### src/rtl/cam_byte_to_rgb565.sv
`default_nettype none
// ============================================================================
//  Module      : cam_byte_to_rgb565
//  Description : Pairs 8-bit camera bus bytes into RGB565 pixels with x/y
//                coordinates, frame/line markers and settle-frame skipping.
//  Revision    : 1.0  initial release
// ============================================================================
module cam_byte_to_rgb565 #(
  parameter int H_ACTIVE          = 640,
  parameter int V_ACTIVE          = 480,
  parameter int SKIP_FRAMES       = 2,
  parameter int FIRST_BYTE_HIGH   = 1,
  parameter int VSYNC_ACTIVE_HIGH = 1
) (
  input  logic        clk,
  input  logic        rst,
  input  logic        capture_en,
  input  logic        cam_vsync,
  input  logic        cam_href,
  input  logic [7:0]  cam_data,
  output logic [15:0] rgb565,
  output logic        pix_valid,
  output logic [10:0] pix_x,
  output logic [9:0]  pix_y,
  output logic        sof,
  output logic        eol,
  output logic        busy,
  output logic        line_err
);

  localparam logic        c_blank_lvl = (VSYNC_ACTIVE_HIGH != 0);
  localparam logic [10:0] c_h_active  = 11'(H_ACTIVE);
  localparam logic [10:0] c_h_last    = 11'(H_ACTIVE - 1);
  localparam logic [9:0]  c_v_active  = 10'(V_ACTIVE);
  localparam logic [7:0]  c_skip_last = 8'(SKIP_FRAMES - 1);

  typedef enum logic [1:0] {
    ST_WAIT    = 2'd0,
    ST_SKIP    = 2'd1,
    ST_CAPTURE = 2'd2
  } state_t;

  state_t      r_state;
  logic        r_v;
  logic        r_h;
  logic [7:0]  r_d;
  logic        r_blank_d;
  logic [7:0]  r_skip_cnt;
  logic        r_phase;
  logic [7:0]  r_hold;
  logic [10:0] r_x;
  logic [9:0]  r_y;
  logic        r_line_pix;

  logic        w_blank;
  logic        w_boundary;

  assign w_blank    = (r_v == c_blank_lvl);
  assign w_boundary = w_blank & ~r_blank_d;

  // Previous blank level resets high so reset never fakes a frame boundary.
  always_ff @(posedge clk) begin
    if (rst) begin
      r_v       <= c_blank_lvl;
      r_h       <= 1'b0;
      r_d       <= 8'd0;
      r_blank_d <= 1'b1;
    end else begin
      r_v       <= cam_vsync;
      r_h       <= cam_href;
      r_d       <= cam_data;
      r_blank_d <= w_blank;
    end
  end

  always_ff @(posedge clk) begin
    if (rst) begin
      r_state    <= ST_WAIT;
      r_skip_cnt <= 8'd0;
      r_phase    <= 1'b0;
      r_hold     <= 8'd0;
      r_x        <= 11'd0;
      r_y        <= 10'd0;
      r_line_pix <= 1'b0;
      rgb565     <= 16'd0;
      pix_valid  <= 1'b0;
      pix_x      <= 11'd0;
      pix_y      <= 10'd0;
      sof        <= 1'b0;
      eol        <= 1'b0;
      busy       <= 1'b0;
      line_err   <= 1'b0;
    end else begin
      pix_valid <= 1'b0;
      sof       <= 1'b0;
      eol       <= 1'b0;

      case (r_state)
        ST_WAIT: begin
          if (w_boundary && capture_en) begin
            r_skip_cnt <= 8'd0;
            busy       <= 1'b1;
            r_state    <= (SKIP_FRAMES > 0) ? ST_SKIP : ST_CAPTURE;
          end
        end
        ST_SKIP: begin
          if (w_boundary) begin
            if (r_skip_cnt == c_skip_last) begin
              r_state <= ST_CAPTURE;
            end else begin
              r_skip_cnt <= r_skip_cnt + 8'd1;
            end
          end
        end
        ST_CAPTURE: begin
          if (w_boundary && !capture_en) begin
            r_state <= ST_WAIT;
            busy    <= 1'b0;
          end
        end
        default: begin
          r_state <= ST_WAIT;
          busy    <= 1'b0;
        end
      endcase

      // A frame boundary outranks any href activity in the same cycle.
      if (w_boundary || (r_state != ST_CAPTURE)) begin
        r_phase    <= 1'b0;
        r_x        <= 11'd0;
        r_y        <= 10'd0;
        r_line_pix <= 1'b0;
      end else if (!w_blank) begin
        if (r_h) begin
          if (!r_phase) begin
            r_hold  <= r_d;
            r_phase <= 1'b1;
          end else begin
            r_phase <= 1'b0;
            if ((r_x < c_h_active) && (r_y < c_v_active)) begin
              rgb565     <= (FIRST_BYTE_HIGH != 0) ? {r_hold, r_d} : {r_d, r_hold};
              pix_valid  <= 1'b1;
              pix_x      <= r_x;
              pix_y      <= r_y;
              sof        <= (r_x == 11'd0) && (r_y == 10'd0);
              eol        <= (r_x == c_h_last);
              r_x        <= r_x + 11'd1;
              r_line_pix <= 1'b1;
            end else begin
              line_err <= 1'b1;
            end
          end
        end else begin
          // Line end: an unpaired byte is an orphan and is discarded.
          if (r_phase) begin
            line_err <= 1'b1;
          end
          if (r_line_pix) begin
            r_y <= r_y + 10'd1;
          end
          r_phase    <= 1'b0;
          r_x        <= 11'd0;
          r_line_pix <= 1'b0;
        end
      end
    end
  end

endmodule
`default_nettype wire

### config.mk
export PLATFORM = sky130hd
export DESIGN_NAME = cam_byte_to_rgb565
export DESIGN_NICKNAME = d
export VERILOG_FILES = /design/src/rtl/cam_byte_to_rgb565.sv
export SDC_FILE = /design/constraint.sdc
export NUM_CORES = 1
export LEC_CHECK = 0
export ABC_CLOCK_PERIOD_IN_PS = 1550
export BUFFER_PORTS_ARGS = -buffer_cell sky130_fd_sc_hd__buf_2
export CAP_MARGIN = 20
export CORE_MARGIN = 2
export CORE_UTILIZATION = 35
export CTS_CLUSTER_DIAMETER = 150
export DETAILED_ROUTE_END_ITERATION = 12
export SYNTH_ARGS = -nofsm -noshare
export SYNTH_HDL_FRONTEND = slang
export SYNTH_SLANG_ARGS = --single-unit
### constraint.sdc
create_clock -name clk -period 1.55 [get_ports clk]
set_input_delay 0.31 -clock clk [delete_from_list [all_inputs] [get_ports clk]]
set_output_delay 0.31 -clock clk [all_outputs]
set_load 0.1 [all_outputs]
==> run summary, run 1 <==
The run finished, with violations left. The final reports fail on setup timing. Once layout is complete, the cells apart from fillers number 670.

Clock latency on the worst-skew pair, taken at its later pin, is 0.34 ns. The total setup violations reported at the end of the flow came out at 42. The cell area after layout came out at 5260 sq um. Among all flip-flop cells after synthesis, the most frequent one is sky130_fd_sc_hd__dfxtp_1. The total of buffers placed on input and output ports is 54. The die is 112 microns tall. In this run the biggest area consumer among cell types represents 46.3% of the synthesized area. The power per standard cell area came out at 936 nW/um^2. The number of nets in the layout is 541. The register bit total from synthesis came out at 94. The effective utilization at floorplan is 35.8%. For this design, the slowest cell found on the critical path is sky130_fd_sc_hd__or3_1. Before CTS, the worst setup slack after placement is -0.0960 ns. The initial antenna violation count came out at 0. By area, the combinational part of the netlist is dominated by simple AND/OR/NAND/NOR gates. Across the run, the number of max-cap violations was 0. The average via count per standard cell came out at 5.06. Detailed placement ended at an HPWL of 6450 microns. The post-synthesis instance area is 4070 sq um. The area of the die came out at 12500 sq um. The min-delay analysis places its worst path in the category in2reg. The area overhead of the layout relative to synthesis is 29.4%.

In this run the worst path has a maximum fanout of 4. The first-pass GRT wire length is 15600 microns. The maximum root-to-sink buffer count came out at 2. By count the netlist is led by sky130_fd_sc_hd__dfxtp_1, sky130_fd_sc_hd__a21oi_1, sky130_fd_sc_hd__nand3_1. The number of placed cells counting well taps came out at 648.

The master cell of the clock root buffer is sky130_fd_sc_hd__clkbuf_16. The startpoint identified for the worst register-to-register timing path is r_v$_SDFF_PP1_. The placed instances occupy a cell area of 4740 sq um.

Pin placement for this block handled 55 I/O pins. The worst setup path is captured at a register. The endpoint identified for the worst register-to-register timing path is r_x[5]$_SDFFE_PP0P_. The violation count after the first detailed-route iteration came out at 195.

The number of nets in the synthesized netlist is 458. The number of flops mapped to enable cells by yosys came out at 0. The slew at the pin closest to its max-slew limit is 0.517 ns. The multiplexer share of the synthesized area came out at 2.34%. The share of synthesized flip-flops with an asynchronous set or reset came out at 0%.

The signal on the critical path passes through nor4b_4 > buf_4 > nand4_1 > or3_1 > a31oi_1. The timing startpoint of the critical path is r_v$_SDFF_PP1_. The analysis attributes to cell leakage a power of 2.14 nW. The final routed wirelength across all metal layers came out at 9640 microns. The fmax came out at 618 MHz.

The total power came out at 4.93 mW. After Yosys synthesis, and, or, nand and nor cells account for 23.0% of the synthesized area. During synthesis, Yosys emitted a total of 0 warnings.

Of the available clock period, the critical path in the final layout requires 104%. The post-detailed-route count of antenna-violating nets is 0. The sequential area share after synthesis is 46.3%. The peak ir drop on the vdd network came out at 0.000719 V. Setup repair after global routing could not meet its margin everywhere. STA classifies the critical path startpoint as a register. The final estimated routing congestion in global placement came out at 0.847. The final hold slack came out at 0.164 ns.

The smallest setup slack after layout is -0.0693 ns. The number of global-route vias before repair is 3207. The setup slack of the worst register-to-register path came out at -0.07 ns. The synthesized netlist devotes 18.9% of its cell area to compound gates. At the worst endpoint, the required time is 1.82 ns. The number of clock buffers added by TritonCTS is 9. Summing the areas of all xor and xnor instances in the mapped netlist gives 3.01% of the synthesized area. The number of inserted diodes came out at 0. The clock-pin transition on the worst setup and hold timing paths is 0.06 ns. The first detailed-routing pass took 4 iterations. The max-slew violation count came out at 0. The cell count after synthesis is 439. The worst reg-to-reg path cell count came out at 5. The worst clock skew came out at 0.00543 ns. The average cell area after synthesis came out at 9.27 sq um. The CTS H-tree depth came out at 3. On the worst path, the slowest cell contributes a delay of 0.38 ns. The TritonCTS clock tree is built. The synthesized-area fraction occupied by adder cells came out at 1.85%. Data arrives at the worst endpoint at 1.89 ns. The number of failing hold endpoints at the final stage came out at 0. The end point of the critical path is r_x[5]$_SDFFE_PP0P_. Counting I/O delays and the setup requirement, the final critical path takes 1.62 ns. In this run the core area contains 39 standard-cell rows.

For this run, the total global-route usage over all layers was measured as 15.3%. The total via count after detailed routing came out at 3388. The placeable core area came out at 11400 sq um. The ratio of cells with drive above 1 in the final layout came out at 35.1%. The synthesized design spends more area on one cell type than any other, namely sky130_fd_sc_hd__dfxtp_1.

In the final routed layout, each cell accounts on average for 14.4 microns. By instance count, the leading cell after synthesis is sky130_fd_sc_hd__dfxtp_1. The largest net degree at the start of global routing is 39. After filler insertion, the fill cell instance count of the layout stands at 1117.

The die outline width came out at 112 microns. The number of different library cells in the post-synthesis netlist came out at 54. The worst hold path depth is 2. The global-route congestion overflow total is 0.

The total number of clock tree sinks is 94. Sorting the synthesized cells by area gives the leading types as sky130_fd_sc_hd__dfxtp_1, sky130_fd_sc_hd__a21bo_2, sky130_fd_sc_hd__a21oi_1. The worst slew margin relative to its limit came out at 65.4%. The count of unresolved DRC violations after routing came out at 0. The worst setup path is of the reg2reg kind.
final cells by class:
type | count | area [sq um] | area share [%]
multi-input combinational | 302 | 2100 | 39.9
sequential | 94 | 1890 | 35.8
timing repair buffer | 106 | 748 | 14.2
clock buffer | 11 | 233 | 4.42
tap | 143 | 179 | 3.40
clock inverter | 5 | 83.8 | 1.59
inverter | 9 | 33.8 | 0.642
state kept, by name, indices dropped and copies added, names as in the netlist:
| signal | flops |
|---|---|
| rgb565 | 16 |
| r_h | 1 |
| pix_valid | 1 |
| r_y | 10 |
| busy | 1 |
| eol | 1 |
| r_state | 2 |
| r_hold | 8 |
| r_phase | 1 |
| r_v | 1 |
| pix_y | 10 |
| r_line_pix | 1 |
| r_blank_d | 1 |
| line_err | 1 |
| r_d | 8 |
| pix_x | 11 |
| r_x | 11 |
| sof | 1 |
| r_skip_cnt | 8 |
report_power, final:
group,switching (mW),internal (mW)
clock,0.917,1.42
sequential,0.0152,2.43
combinational,0.0910,0.0508
logic make-up (layout without fill, tap and decap cells):
family | count (synthesis) | in the layout
fa+ha+maj | 6 | 6
xor+xnor | 14 | 14
buf+inv | 43 | 131
compound gates | 106 | 106
flops | 94 | 94
mux | 9 | 9
simple gates | 167 | 167
layout by cell type (no fill, tap or decap), types with 5 or more instances in the layout:
master	n
sky130_fd_sc_hd__dfxtp_1	91
sky130_fd_sc_hd__a21oi_1	42
sky130_fd_sc_hd__xnor2_1	6
sky130_fd_sc_hd__buf_2	54
sky130_fd_sc_hd__clkbuf_16	11
sky130_fd_sc_hd__mux2i_1	8
sky130_fd_sc_hd__nand2_1	19
sky130_fd_sc_hd__nor2_1	31
sky130_fd_sc_hd__nand4_1	11
sky130_fd_sc_hd__nand2b_1	6
sky130_fd_sc_hd__nand3_1	40
sky130_fd_sc_hd__a21bo_2	32
sky130_fd_sc_hd__inv_1	9
sky130_fd_sc_hd__a21oi_2	5
sky130_fd_sc_hd__nor2b_1	12
sky130_fd_sc_hd__xor2_1	8
sky130_fd_sc_hd__nor4_1	6
sky130_fd_sc_hd__buf_4	45
sky130_fd_sc_hd__nor3b_1	5
sky130_fd_sc_hd__ha_1	6
worst min path at each step:
stage	start	end	slack, ns
after global placement	r_hold[7]$_SDFFE_PP0P_	rgb565[15]$_SDFFE_PP0P_	0.45
final	cam_vsync	r_v$_SDFF_PP1_	0.16
after floorplan	cam_vsync	r_v$_SDFF_PP1_	0.41
after CTS	cam_vsync	r_v$_SDFF_PP1_	0.15
after detailed placement	r_hold[7]$_SDFFE_PP0P_	rgb565[15]$_SDFFE_PP0P_	0.46
after global routing	cam_vsync	r_v$_SDFF_PP1_	0.16
critical path, delay by kind of cell (launching register included):
kind | cells | cell delay, ns
compound gates | 1 | 0.12
simple gates | 3 | 0.92
flops | 1 | 0.35
buf+inv | 1 | 0.16
metal layers:
| metal | GRT usage [%] | vias up | share of wire, % |
|---|---|---|---|
| met3 | 3.59 | 8 | 3.1 |
| met5 | 0 | - | 0 |
| met1 | 21.5 | 1602 | 51 |
| li1 | - | 1722 | - |
| met2 | 23.5 | 56 | 45 |
| met4 | 4.53 | 0 | 1.1 |
stage by stage:
step	TNS, ns	utilization [%]
floorplan	0	-
global placement	-1.28	41.7
detailed placement	-2.53	41.7
CTS	-0.0600	44.9
global route	-5.31	46.3
finish	-1.45	46.3
repair_timing:
item | in CTS | in global routing
gates cloned | 1 | 3
setup endpoints to repair | 45 | 53
buffers inserted | 2 | 0
pin swaps | 3 | 3
hold buffers | 0 | 0
resized for setup | 5 | 22
(Power assumes the default switching activity.)
==> inputs of run 2 (changes only) <==
--- a/config.mk
+++ b/config.mk
@@ -5,13 +5,14 @@
 export SDC_FILE = /design/constraint.sdc
 export NUM_CORES = 1
 export LEC_CHECK = 0
-export ABC_CLOCK_PERIOD_IN_PS = 1550
+export ABC_CLOCK_PERIOD_IN_PS = 1700
 export BUFFER_PORTS_ARGS = -buffer_cell sky130_fd_sc_hd__buf_2
 export CAP_MARGIN = 20
 export CORE_MARGIN = 2
-export CORE_UTILIZATION = 35
+export CORE_UTILIZATION = 57
 export CTS_CLUSTER_DIAMETER = 150
 export DETAILED_ROUTE_END_ITERATION = 12
+export PLACE_DENSITY = 0.79
 export SYNTH_ARGS = -nofsm -noshare
 export SYNTH_HDL_FRONTEND = slang
 export SYNTH_SLANG_ARGS = --single-unit
==> constraint.sdc (replaced) <==
create_clock -name clk -period 1.7 [get_ports clk]
set_input_delay 0.34 -clock clk [delete_from_list [all_inputs] [get_ports clk]]
set_output_delay 0.34 -clock clk [all_outputs]
set_load 0.1 [all_outputs]
==> run 2 against run 1 <==
Effect of this change: the flow now finishes without violations; power shrank 18%; cell count decreased by 10%; fmax increased by 1.1%; clock power fell by 28%; via count shrank 2.0%; count of clock-buffer cells in the layout is 1 lower; hold slack got worse by 0.0042 ns; flip-flop and latch count unchanged; sequential share of layout area rose by 3.2 points; combinational power decreased by 13%; first-iteration DRC count fell by 14%; non-clock buffer count is 20 lower.
==> run summary, run 2 (synthesized netlist as in run 1, its figures left out) <==
The flow ran to the end, and the final reports show no timing, DRC or antenna violations. The cell area after layout is 4820 sq um (-8.4%). The worst slew margin relative to its limit came to 66.5% (+1.1 points). The peak fanout along the critical path is 6 (+2). The maximum root-to-sink buffer count is 2 (unchanged). The instance area at placement was 4550 sq um (-4.0%).

The worst clock skew is 0.00777 ns (+0.00234 ns). The number of primary I/O pins came out at 55 (unchanged). The clock-pin transition on the worst setup and hold timing paths is 0.09 ns (+0.03 ns). The flip-flop count of the largest register after layout is 16 (unchanged). The fmax came out at 624 MHz (+1.1%). The number of global-route vias before repair is 2980 (-7.1%). The area of the die came out at 7830 sq um (-37%). The initial antenna violation count is 0 (unchanged). The slew at the pin closest to its max-slew limit came to 0.498 ns (-0.0191 ns).

The number of buffers created by CTS came to 9 (unchanged). The peak ir drop on the vdd network is 0.000605 V (-16%). Leaving out fill and tap cells, the most frequent cells in the layout are sky130_fd_sc_hd__dfxtp_1, sky130_fd_sc_hd__buf_2, sky130_fd_sc_hd__a21oi_1, sky130_fd_sc_hd__nand3_1. The ratio of cells with drive above 1 in the final layout is 29.4% (-5.7 points). The number of hold buffers added after CTS came out at 0 (unchanged). The total number of clock tree sinks came to 94 (unchanged).

The final hold slack came out at 0.159 ns (-0.00421 ns). The total of fill cells in the finished design is 543 (-51%). More flip-flops sit in one register than any other, and that register is rgb565. The wire length per cell is 14.3 microns (-0.88%).

The final routed wirelength across all metal layers is 8600 microns (-11%). The number of nets in the layout is 521 (-3.7%). STA classifies the critical path endpoint as a register. The most frequent standard cell in the layout excluding fill and tap cells is sky130_fd_sc_hd__dfxtp_1.

The post-detailed-route count of antenna-violating nets came to 0 (unchanged). The worst setup path is of the reg2reg kind. The CTS H-tree depth came out at 3 (unchanged). The global-route congestion overflow total came out at 0 (unchanged).

The average via count per standard cell came out at 5.51 (+8.9%). Setup repair after global routing could not meet its margin everywhere. TritonCTS built the clock tree. The first-pass iteration count of the detailed router is 4 (unchanged). In the final layout, the registers with the most flip-flops are rgb565 (16), pix_x (11), r_x (11). The count of maximum capacitance violations was 0 (unchanged). The largest net degree at the start of global routing came out at 45 (+15%). The part of the cycle the worst path needs came out at 94.3% (-10 points). The row count is 30 (-23%). The required time of the critical path is 1.96 ns (+0.14 ns).

The clock period minus worst slack came to 1.60 ns (-0.0169 ns). The overall track demand over capacity in global routing came out at 23.0% (+7.7 points). The height of the die is 88.5 microns (-21%). The non-filler instance count after layout is 603 (-10%). The number of inserted diodes came out at 0 (unchanged). The final estimated routing congestion in global placement came out at 0.841 (-0.64%).

The effective utilization at floorplan is 59.5% (+24 points). The die outline width is 88.5 microns (-21%). The power per standard cell area came out at 835 nW/um^2 (-11%).

The first-pass GRT wire length is 14000 microns (-11%). The area overhead of the layout relative to synthesis came out at 18.5%. The number of placed cells counting well taps is 583 (-10%). The total of buffers placed on input and output ports came to 54 (unchanged).

The number of failing hold endpoints at the final stage is 0 (unchanged). The total half-perimeter wirelength after legalization and detailed placement came to 5870 microns (-9.0%). The max-slew violation count is 0 (unchanged). The total setup violations reported at the end of the flow came out at 0 (-100%). The count of unresolved DRC violations after routing came out at 0 (unchanged). The path class of the tightest hold or removal check is in2reg. The placeable core area is 6830 sq um (-40%). The data arrival time at the worst-slack endpoint came out at 1.86 ns (-0.03 ns). The total via count after detailed routing came out at 3321 (-2.0%). The violation count after the first detailed-route iteration came out at 167 (-14%).

The cell sitting at the root of the clock tree is a sky130_fd_sc_hd__clkbuf_8. The launching element type of the critical path is a register. The clock network latency to the later pin of the worst-skew pair came out at 0.37 ns (+0.03 ns). The leakage power came out at 1.97 nW (-8.0%).
==> run 2: where the power goes <==
group          internal, mW  switching (mW)
logic                0.0431          0.0795
clock network         0.875           0.797
registers              2.22          0.0141
total                  3.14           0.891
==> run 2: final cells by class <==
class | count | area (sq um) | area share, %
Multi-Input combinational cell | 302 | 2020 | 41.8
Sequential cell | 94 | 1880 | 39.0
Timing Repair Buffer | 86 | 539 | 11.2
Clock buffer | 10 | 138 | 2.85
Tap cell | 96 | 120 | 2.49
Clock inverter | 6 | 92.6 | 1.92
Inverter | 9 | 33.8 | 0.701
==> run 2: path summary, 6_finish.rpt <==
| path | startpoint | end | slack [ns] | cells after the start |
|---|---|---|---|---|
| max reg2reg | r_x[1]$_SDFFE_PP0P_ | r_x[8]$_SDFFE_PP0P_ | 0.1 | 5 |
| min | cam_vsync | r_v$_SDFF_PP1_ | 0.16 | 2 |
| min reg2reg | r_hold[3]$_SDFFE_PP0P_ | rgb565[11]$_SDFFE_PP0P_ | 0.47 | 2 |
| max | r_x[1]$_SDFFE_PP0P_ | r_x[8]$_SDFFE_PP0P_ | 0.1 | 5 |
==> run 2: per-layer routing <==
metal | part of all wire [%] | global-route usage, % | up-vias
met5 | 0 | 0 | -
li1 | - | - | 1674
met1 | 46 | 29.4 | 1552
met2 | 48 | 37.6 | 85
met3 | 4.6 | 6.90 | 10
met4 | 1.3 | 7.02 | 0
==> run 2: stage by stage <==
stage	setup TNS [ns]	setup slack (ns)	power [mW]	utilization [%]
2_1_floorplan	0	0.0266	2.36	-
3_3_place_gp	0	0.0935	2.40	66.5
3_5_place_dp	-0.0529	-0.0529	2.40	66.5
4_1_cts	0	0.0202	4.06	70.1
5_1_grt	-0.0231	-0.0231	4.16	70.6
6_report	0	0.0976	4.03	70.6
==> run 2: critical path: stages (launching register included) <==
cell and delay (ns):
sky130_fd_sc_hd__dfxtp_1 0.44, sky130_fd_sc_hd__ha_1 0.23, sky130_fd_sc_hd__nand3_1 0.25, sky130_fd_sc_hd__o21a_1 0.27
sky130_fd_sc_hd__o21ai_0 0.20, sky130_fd_sc_hd__a21oi_1 0.10
==> run 2: what timing repair did <==
item | CTS | global route
setup buffers | 1 | 3
cloned | 0 | 0
gates resized for setup | 1 | 3
endpoints found under the setup margin | 1 | 42
hold endpoints to repair | 0 | 0
pin swaps | 1 | 3
